==> src/rtl/mem_arbiter_ctrl.sv <==
// rtl/mem_arbiter_ctrl.sv - multi-channel arbiter feeding a byte-serial little-endian RAM controller
// Optional MEM_ARB_RR_EN selects round-robin arbitration; default is fixed priority (ch0 highest).
module mem_arbiter_ctrl #(
  parameter int                NUM_CH     = 2,
  parameter int                ADDR_W     = 32,
  parameter int                DATA_W     = 32,
  parameter int                LEN_W      = 3,
  parameter logic [NUM_CH-1:0] FLUSH_MASK = 2'b10
) (
  input  logic                     clk,
  input  logic                     rst,
  input  logic                     rdy,
  input  logic                     flush,
  input  logic [NUM_CH-1:0]        req_valid,
  input  logic [NUM_CH-1:0]        req_wr,
  input  logic [NUM_CH*LEN_W-1:0]  req_len,
  input  logic [NUM_CH*ADDR_W-1:0] req_addr,
  input  logic [NUM_CH*DATA_W-1:0] req_wdata,
  output logic [NUM_CH-1:0]        done,
  output logic [DATA_W-1:0]        rdata,
  input  logic [7:0]               mem_din,
  output logic [7:0]               mem_dout,
  output logic [ADDR_W-1:0]        mem_a,
  output logic                     mem_wr
);
  localparam int BYTES = DATA_W / 8;
  localparam int CH_W  = (NUM_CH > 1) ? $clog2(NUM_CH) : 1;

  typedef enum logic [1:0] {S_IDLE, S_READ, S_WRITE} state_e;

  state_e            state_q;
  logic [CH_W-1:0]   ch_q;
  logic [LEN_W-1:0]  len_q;
  logic [LEN_W-1:0]  cnt_q;
  logic [DATA_W-1:0] wdata_q;
  logic [DATA_W-1:0] rdata_q;
  logic [NUM_CH-1:0] done_q;
  logic [7:0]        mem_dout_q;
  logic [ADDR_W-1:0] mem_a_q;
  logic              mem_wr_q;
`ifdef MEM_ARB_RR_EN
  logic [CH_W-1:0]   rr_ptr_q;
`endif

  logic [NUM_CH-1:0] elig;
  logic              grant_vld;
  logic              grant_wr;
  logic [CH_W-1:0]   grant_ch;
  logic [LEN_W-1:0]  grant_len_raw;
  logic [LEN_W-1:0]  grant_len;
  logic [ADDR_W-1:0] grant_addr;
  logic [DATA_W-1:0] grant_wdata;
  int                base;

  always_comb begin
    elig = req_valid & ~done_q & ~(FLUSH_MASK & ~req_wr & {NUM_CH{flush}});
`ifdef MEM_ARB_RR_EN
    base = int'(rr_ptr_q);
`else
    base = NUM_CH - 1;
`endif
    grant_vld     = 1'b0;
    grant_wr      = 1'b0;
    grant_ch      = '0;
    grant_len_raw = '0;
    grant_addr    = '0;
    grant_wdata   = '0;
    // Search slot k holds channel (base+k) mod NUM_CH; walking k downwards lets slot 1 win last.
    for (int k = NUM_CH; k >= 1; k--) begin
      for (int i = 0; i < NUM_CH; i++) begin
        if (elig[i] && i == (base + k) % NUM_CH) begin
          grant_vld     = 1'b1;
          grant_wr      = req_wr[i];
          grant_ch      = CH_W'(i);
          grant_len_raw = req_len[i*LEN_W +: LEN_W];
          grant_addr    = req_addr[i*ADDR_W +: ADDR_W];
          grant_wdata   = req_wdata[i*DATA_W +: DATA_W];
        end
      end
    end
    grant_len = (grant_len_raw == '0 || grant_len_raw > LEN_W'(BYTES)) ? LEN_W'(BYTES) : grant_len_raw;
  end

  always_ff @(posedge clk) begin
    if (rst) begin
      state_q    <= S_IDLE;
      ch_q       <= '0;
      len_q      <= '0;
      cnt_q      <= '0;
      wdata_q    <= '0;
      rdata_q    <= '0;
      done_q     <= '0;
      mem_dout_q <= '0;
      mem_a_q    <= '0;
      mem_wr_q   <= 1'b0;
`ifdef MEM_ARB_RR_EN
      rr_ptr_q   <= '0;
`endif
    end else if (rdy) begin
      done_q <= '0;
      case (state_q)
        S_IDLE: begin
          if (grant_vld) begin
            ch_q    <= grant_ch;
            len_q   <= grant_len;
            cnt_q   <= '0;
            mem_a_q <= grant_addr;
`ifdef MEM_ARB_RR_EN
            rr_ptr_q <= grant_ch;
`endif
            if (grant_wr) begin
              mem_wr_q   <= 1'b1;
              mem_dout_q <= grant_wdata[7:0];
              wdata_q    <= grant_wdata >> 8;
              state_q    <= S_WRITE;
            end else begin
              mem_wr_q <= 1'b0;
              rdata_q  <= '0;
              state_q  <= S_READ;
            end
          end
        end
        S_READ: begin
          if (flush && FLUSH_MASK[ch_q]) begin
            state_q <= S_IDLE;
            mem_a_q <= '0;
            rdata_q <= '0;
          end else begin
            if (cnt_q + LEN_W'(1) < len_q) mem_a_q <= mem_a_q + ADDR_W'(1);
            // RAM answers one edge late, so the byte arriving now belongs to step cnt-1.
            for (int b = 0; b < BYTES; b++) begin
              if (cnt_q != '0 && LEN_W'(b) == cnt_q - LEN_W'(1)) rdata_q[8*b +: 8] <= mem_din;
            end
            if (cnt_q == len_q) begin
              done_q[ch_q] <= 1'b1;
              mem_a_q      <= '0;
              state_q      <= S_IDLE;
            end
            cnt_q <= cnt_q + LEN_W'(1);
          end
        end
        S_WRITE: begin
          if (cnt_q + LEN_W'(1) < len_q) begin
            mem_a_q    <= mem_a_q + ADDR_W'(1);
            mem_dout_q <= wdata_q[7:0];
            wdata_q    <= wdata_q >> 8;
            cnt_q      <= cnt_q + LEN_W'(1);
          end else begin
            mem_wr_q     <= 1'b0;
            mem_dout_q   <= '0;
            mem_a_q      <= '0;
            done_q[ch_q] <= 1'b1;
            state_q      <= S_IDLE;
          end
        end
        default: state_q <= S_IDLE;
      endcase
    end
  end

  assign done     = done_q;
  assign rdata    = rdata_q;
  assign mem_dout = mem_dout_q;
  assign mem_a    = mem_a_q;
  assign mem_wr   = mem_wr_q;

endmodule

==> config.mk <==
export PLATFORM = sky130hd
export DESIGN_NAME = mem_arbiter_ctrl
export DESIGN_NICKNAME = d
export VERILOG_FILES = /design/src/rtl/mem_arbiter_ctrl.sv
export SDC_FILE = /design/constraint.sdc
export NUM_CORES = 1
export LEC_CHECK = 0
export CAP_MARGIN = 10
export CORE_MARGIN = 2
export CORE_UTILIZATION = 39
export DETAILED_ROUTE_END_ITERATION = 6
export HOLD_SLACK_MARGIN = 0.15
export PLACE_DENSITY = 0.71
export RECOVER_POWER = 25
export SETUP_SLACK_MARGIN = 0.1
export SLEW_MARGIN = 0
export SYNTH_ARGS = -nofsm -noshare
export SYNTH_HDL_FRONTEND = slang
export SYNTH_SLANG_ARGS = --single-unit
export TNS_END_PERCENT = 50
==> constraint.sdc <==
create_clock -name clk -period 2.6 [get_ports clk]
set_input_delay 0.52 -clock clk [delete_from_list [all_inputs] [get_ports clk]]
set_output_delay 0.52 -clock clk [all_outputs]
set_load 0.02 [all_outputs]
==> metrics.csv <==
metric;value;unit
critical_path_buf_inv_count;2;
grt_start_max_net_pins;52;
outcome;finished clean;
port_buffers;224;
synth.area.mux_share;0.0681;
dp.final_hpwl;15700;um
tritoncts;done;
ys_warn_count;0;
power_frac_clock;0.311;
synth_top_family_by_area;compound AO/OA/AOI/OAI gates;
path_clk_slew;0.08;ns
first_iter_violations;528;
most_used_cells_in_the_layout_excluding_fill_and_tap_cells;178 x sky130_fd_sc_hd__clkdlybuf4s50_1, 106 x sky130_fd_sc_hd__dfxtp_1, 79 x sky130_fd_sc_hd__nand2_1;
critical_path.cell_chain;ha_1 -> xor2_1 -> ha_1 -> a21oi_2 -> buf_4 -> and3_4 -> o21ai_1 -> buf_12 -> o32a_1 -> o32ai_1;
syn-num-nets;926;
p_leak;3.57;nW
cts_post_setup_buffers_inserted;0;
dieArea;17200;um2
vdd_drop_max;0.000321;V
cts_sinks;108;
critPathSlowestCell;sky130_fd_sc_hd__dfxtp_4;
place_congestion;0.871;
accumulated_negative_setup_slack;0;ns
worstHoldPathType;reg -> reg;
synth_flop_cell;sky130_fd_sc_hd__dfxtp_1;
hold_violations;0;
max_freq;409;MHz
areaGrowthSynthToFinish;48.2;%
std_cell_rows;46;
yosys.area_share.adder;0.0277;
grt_first_pass_wirelength;34700;um
timing.critical_path.max_delay_family;compound AO/OA/AOI/OAI gates;
drt.antenna.violating_nets;0;
finalCritPeriodShare;0.940;
global_route.overflow_total;0;
yosys.area_share.xor_xnor;0.00416;
power.switching_fraction;0.319;
grt_use_total;0.244;
critical_path.max_fanout;21;
post_synth_num_cell_types;65;
rsz_0062_raised_after_global_routing;yes;
post_synth_inst_count;762;
io_pins;225;
timing.final.crit_period;2.44;ns
combPwrFrac;0.278;
max-slew-margin-rel;0.519;
multiInputGateArea;3810;um2
power.density;476;nW/um2
area.sequential;2170;um2
clock_insertion_delay_worst_skew;0.36;ns
synthesis.area_per_instance;8.29;um2
n_antenna_cell;0;
synth-simple-area-share;0.204;
power_dissipated_by_switching_net_loads;0.00142;W
worst_ep_arrival_time;2.70;ns
core_area;15900;um2
final-max-slew-violation-count;0;
drive_gt1_frac;0.0939;
cp_slowest_stage_delay;0.37;ns
synth_compound_gate_area_share;0.292;
worstMarginPinSlew;0.712;ns
power.share.sequential;0.410;
cts_root_buffer;sky130_fd_sc_hd__clkbuf_16;
async_flop_share;0;
initial_core_util;0.398;
grt_pass1_vias;6675;
route.detailed.drc;0;
data_required_time_of_the_critical_path;2.86;ns
vias;6963;
post_synth_edffs;0;
cap_violations;0;
timing.setup.critical_path_class;reg -> reg;
largest_buffer_count_on_any_clock_path;2;
design_power_total;0.00445;W
vias_per_cell;5.77;
fin_nets;1149;
netlist_area;6320;um2
fillCellCount;1483;
floorplan.die.width;131;um
synth-seq-area-share;0.342;
internal-power;0.00304;W
cts_inserted_buffers;9;
setup_viols_final;0;
die_h;131;um
synth.ff_latch_count;108;
routed_wl;22000;um
critical_path.most_common_cell;sky130_fd_sc_hd__ha_1;
number_of_h_tree_branching_levels;3;
final.setup_skew;0.0104;ns
endpoint_kind_of_the_worst_setup_timing_path;flip-flop;
startpoint_type;flip-flop;
detail_route.wl_per_cell;18.2;um
first_pass_iters;5;
leading_cell_type_in_the_layout_fill_and_taps_excluded;sky130_fd_sc_hd__clkdlybuf4s50_1;
antenna_found_initial;0;
power groups by stage:
stage / clock (W) / combinational, W / sequential, W
final: 0.00139 / 0.00124 / 0.00183
after detailed placement: 0 / 0.00122 / 0.00186
after CTS: 0.00141 / 0.00123 / 0.00183
after floorplan: 0 / 0.000602 / 0.00191
after global routing: 0.00149 / 0.00134 / 0.00184
after global placement: 0 / 0.00121 / 0.00186
stage by stage:
step / hold slack [ns] / cell area, um2 / utilization / cells / worst slack (ns)
3_3_place_gp: 0.445 / 8990 / 0.566 / 1188 / -0.0643
4_1_cts: 0.462 / 9290 / 0.585 / 1204 / 0.0891
6_report: 0.455 / 9360 / 0.589 / 1206 / 0.156
3_5_place_dp: 0.448 / 8990 / 0.566 / 1188 / -0.114
2_1_floorplan: 0.433 / 6320 / - / 762 / 0.236
5_1_grt: 0.482 / 9360 / 0.589 / 1206 / 0.0394
tightest hold or removal path, stage by stage, from the launching register on:
cell and delay [ns]:
sky130_fd_sc_hd__dfxtp_1 0.31, sky130_fd_sc_hd__nand2_1 0.05, sky130_fd_sc_hd__mux2i_1 0.05
metal layers:
layer / global-route usage / vias to the layer above / wire length, um
met2: 0.398 / 310 / 10100
met3: 0.0644 / 32 / 1950
met1: 0.319 / 3237 / 9490
met4: 0.0682 / 0 / 378
met5: 0 / - / 0
li1: - / 3384 / -
registers in the layout, summed over array words and instances, names as in the netlist:
register / count
mem_a: 32
mem_dout: 8
ch_q: 1
done: 2
rdata: 32
cnt_q: 3
wdata_q: 24
state_q: 2
len_q: 3
mem_wr: 1
cells in the mapped netlist, types with 3 or more instances:
library cell                count  share of area
sky130_fd_sc_hd__a211oi_1       9          0.011
sky130_fd_sc_hd__a21o_1         6         0.0071
sky130_fd_sc_hd__a21oi_1       47          0.037
sky130_fd_sc_hd__a221o_1        8          0.013
sky130_fd_sc_hd__a22o_1         9          0.012
sky130_fd_sc_hd__a22oi_1       34          0.040
sky130_fd_sc_hd__a31oi_1       16          0.016
sky130_fd_sc_hd__a32o_1         9          0.014
sky130_fd_sc_hd__a41oi_1        6         0.0083
sky130_fd_sc_hd__and2_1         3         0.0030
sky130_fd_sc_hd__and3_1         8         0.0079
sky130_fd_sc_hd__buf_2         18          0.014
sky130_fd_sc_hd__clkbuf_1      38          0.023
sky130_fd_sc_hd__dfxtp_1      108           0.34
sky130_fd_sc_hd__ha_1          14          0.028
sky130_fd_sc_hd__inv_1         33          0.020
sky130_fd_sc_hd__mux2i_1       43          0.068
sky130_fd_sc_hd__nand2_1       80          0.048
sky130_fd_sc_hd__nand2b_1       4         0.0040
sky130_fd_sc_hd__nand3_1       27          0.021
sky130_fd_sc_hd__nand3_2        4         0.0063
sky130_fd_sc_hd__nand3b_1       4         0.0048
sky130_fd_sc_hd__nand4_1       40          0.040
sky130_fd_sc_hd__nor2_1        45          0.027
sky130_fd_sc_hd__nor2b_1        4         0.0040
sky130_fd_sc_hd__nor3_1        14          0.011
sky130_fd_sc_hd__nor4_1         7         0.0069
sky130_fd_sc_hd__o2111ai_1      8          0.011
sky130_fd_sc_hd__o21a_1         4         0.0048
sky130_fd_sc_hd__o21ai_0       24          0.019
sky130_fd_sc_hd__o21ai_1        3         0.0024
sky130_fd_sc_hd__o22a_1         3         0.0042
sky130_fd_sc_hd__o2bb2ai_1      9          0.012
sky130_fd_sc_hd__o31ai_1        3         0.0036
sky130_fd_sc_hd__o32a_1         4         0.0063
sky130_fd_sc_hd__o32ai_1       24          0.033
sky130_fd_sc_hd__or4_1          3         0.0036
sky130_fd_sc_hd__xor2_1         3         0.0042
final cells by class:
cell class              count  share of cell area
repair buffers            271               0.287
clock inverters             7             0.00748
well taps                 216              0.0289
inverters                  35              0.0140
clock buffers               9              0.0241
multi-input cells         560               0.407
flip-flops and latches    108               0.231
timing repair:
action                                  in CTS  in global routing
hold endpoints to repair                     0                  0
gates cloned                                 0                  2
hold buffers                                 0                  0
pin swaps                                    0                  1
endpoints found under the setup margin      25                 40
gates resized for setup                      3                  9
worst paths after layout:
check	from	endpoint	slack, ns	depth (start not counted)
setup / recovery	cnt_q[0]$_SDFFE_PP0P_	mem_a[5]$_SDFFE_PP0P_	0.16	10
hold / removal	rdata[10]$_SDFFE_PP0P_	rdata[10]$_SDFFE_PP0P_	0.46	2
hold reg to reg	rdata[10]$_SDFFE_PP0P_	rdata[10]$_SDFFE_PP0P_	0.46	2
setup reg to reg	cnt_q[0]$_SDFFE_PP0P_	mem_a[5]$_SDFFE_PP0P_	0.16	10
cells by family after synthesis:
kind of cell	count (synthesis)
simple gates	256
compound gates	244
flops	108
buf+inv	94
mux	43
fa+ha+maj	14
xor+xnor	3
Note: power is estimated with default switching activity, not from simulation.
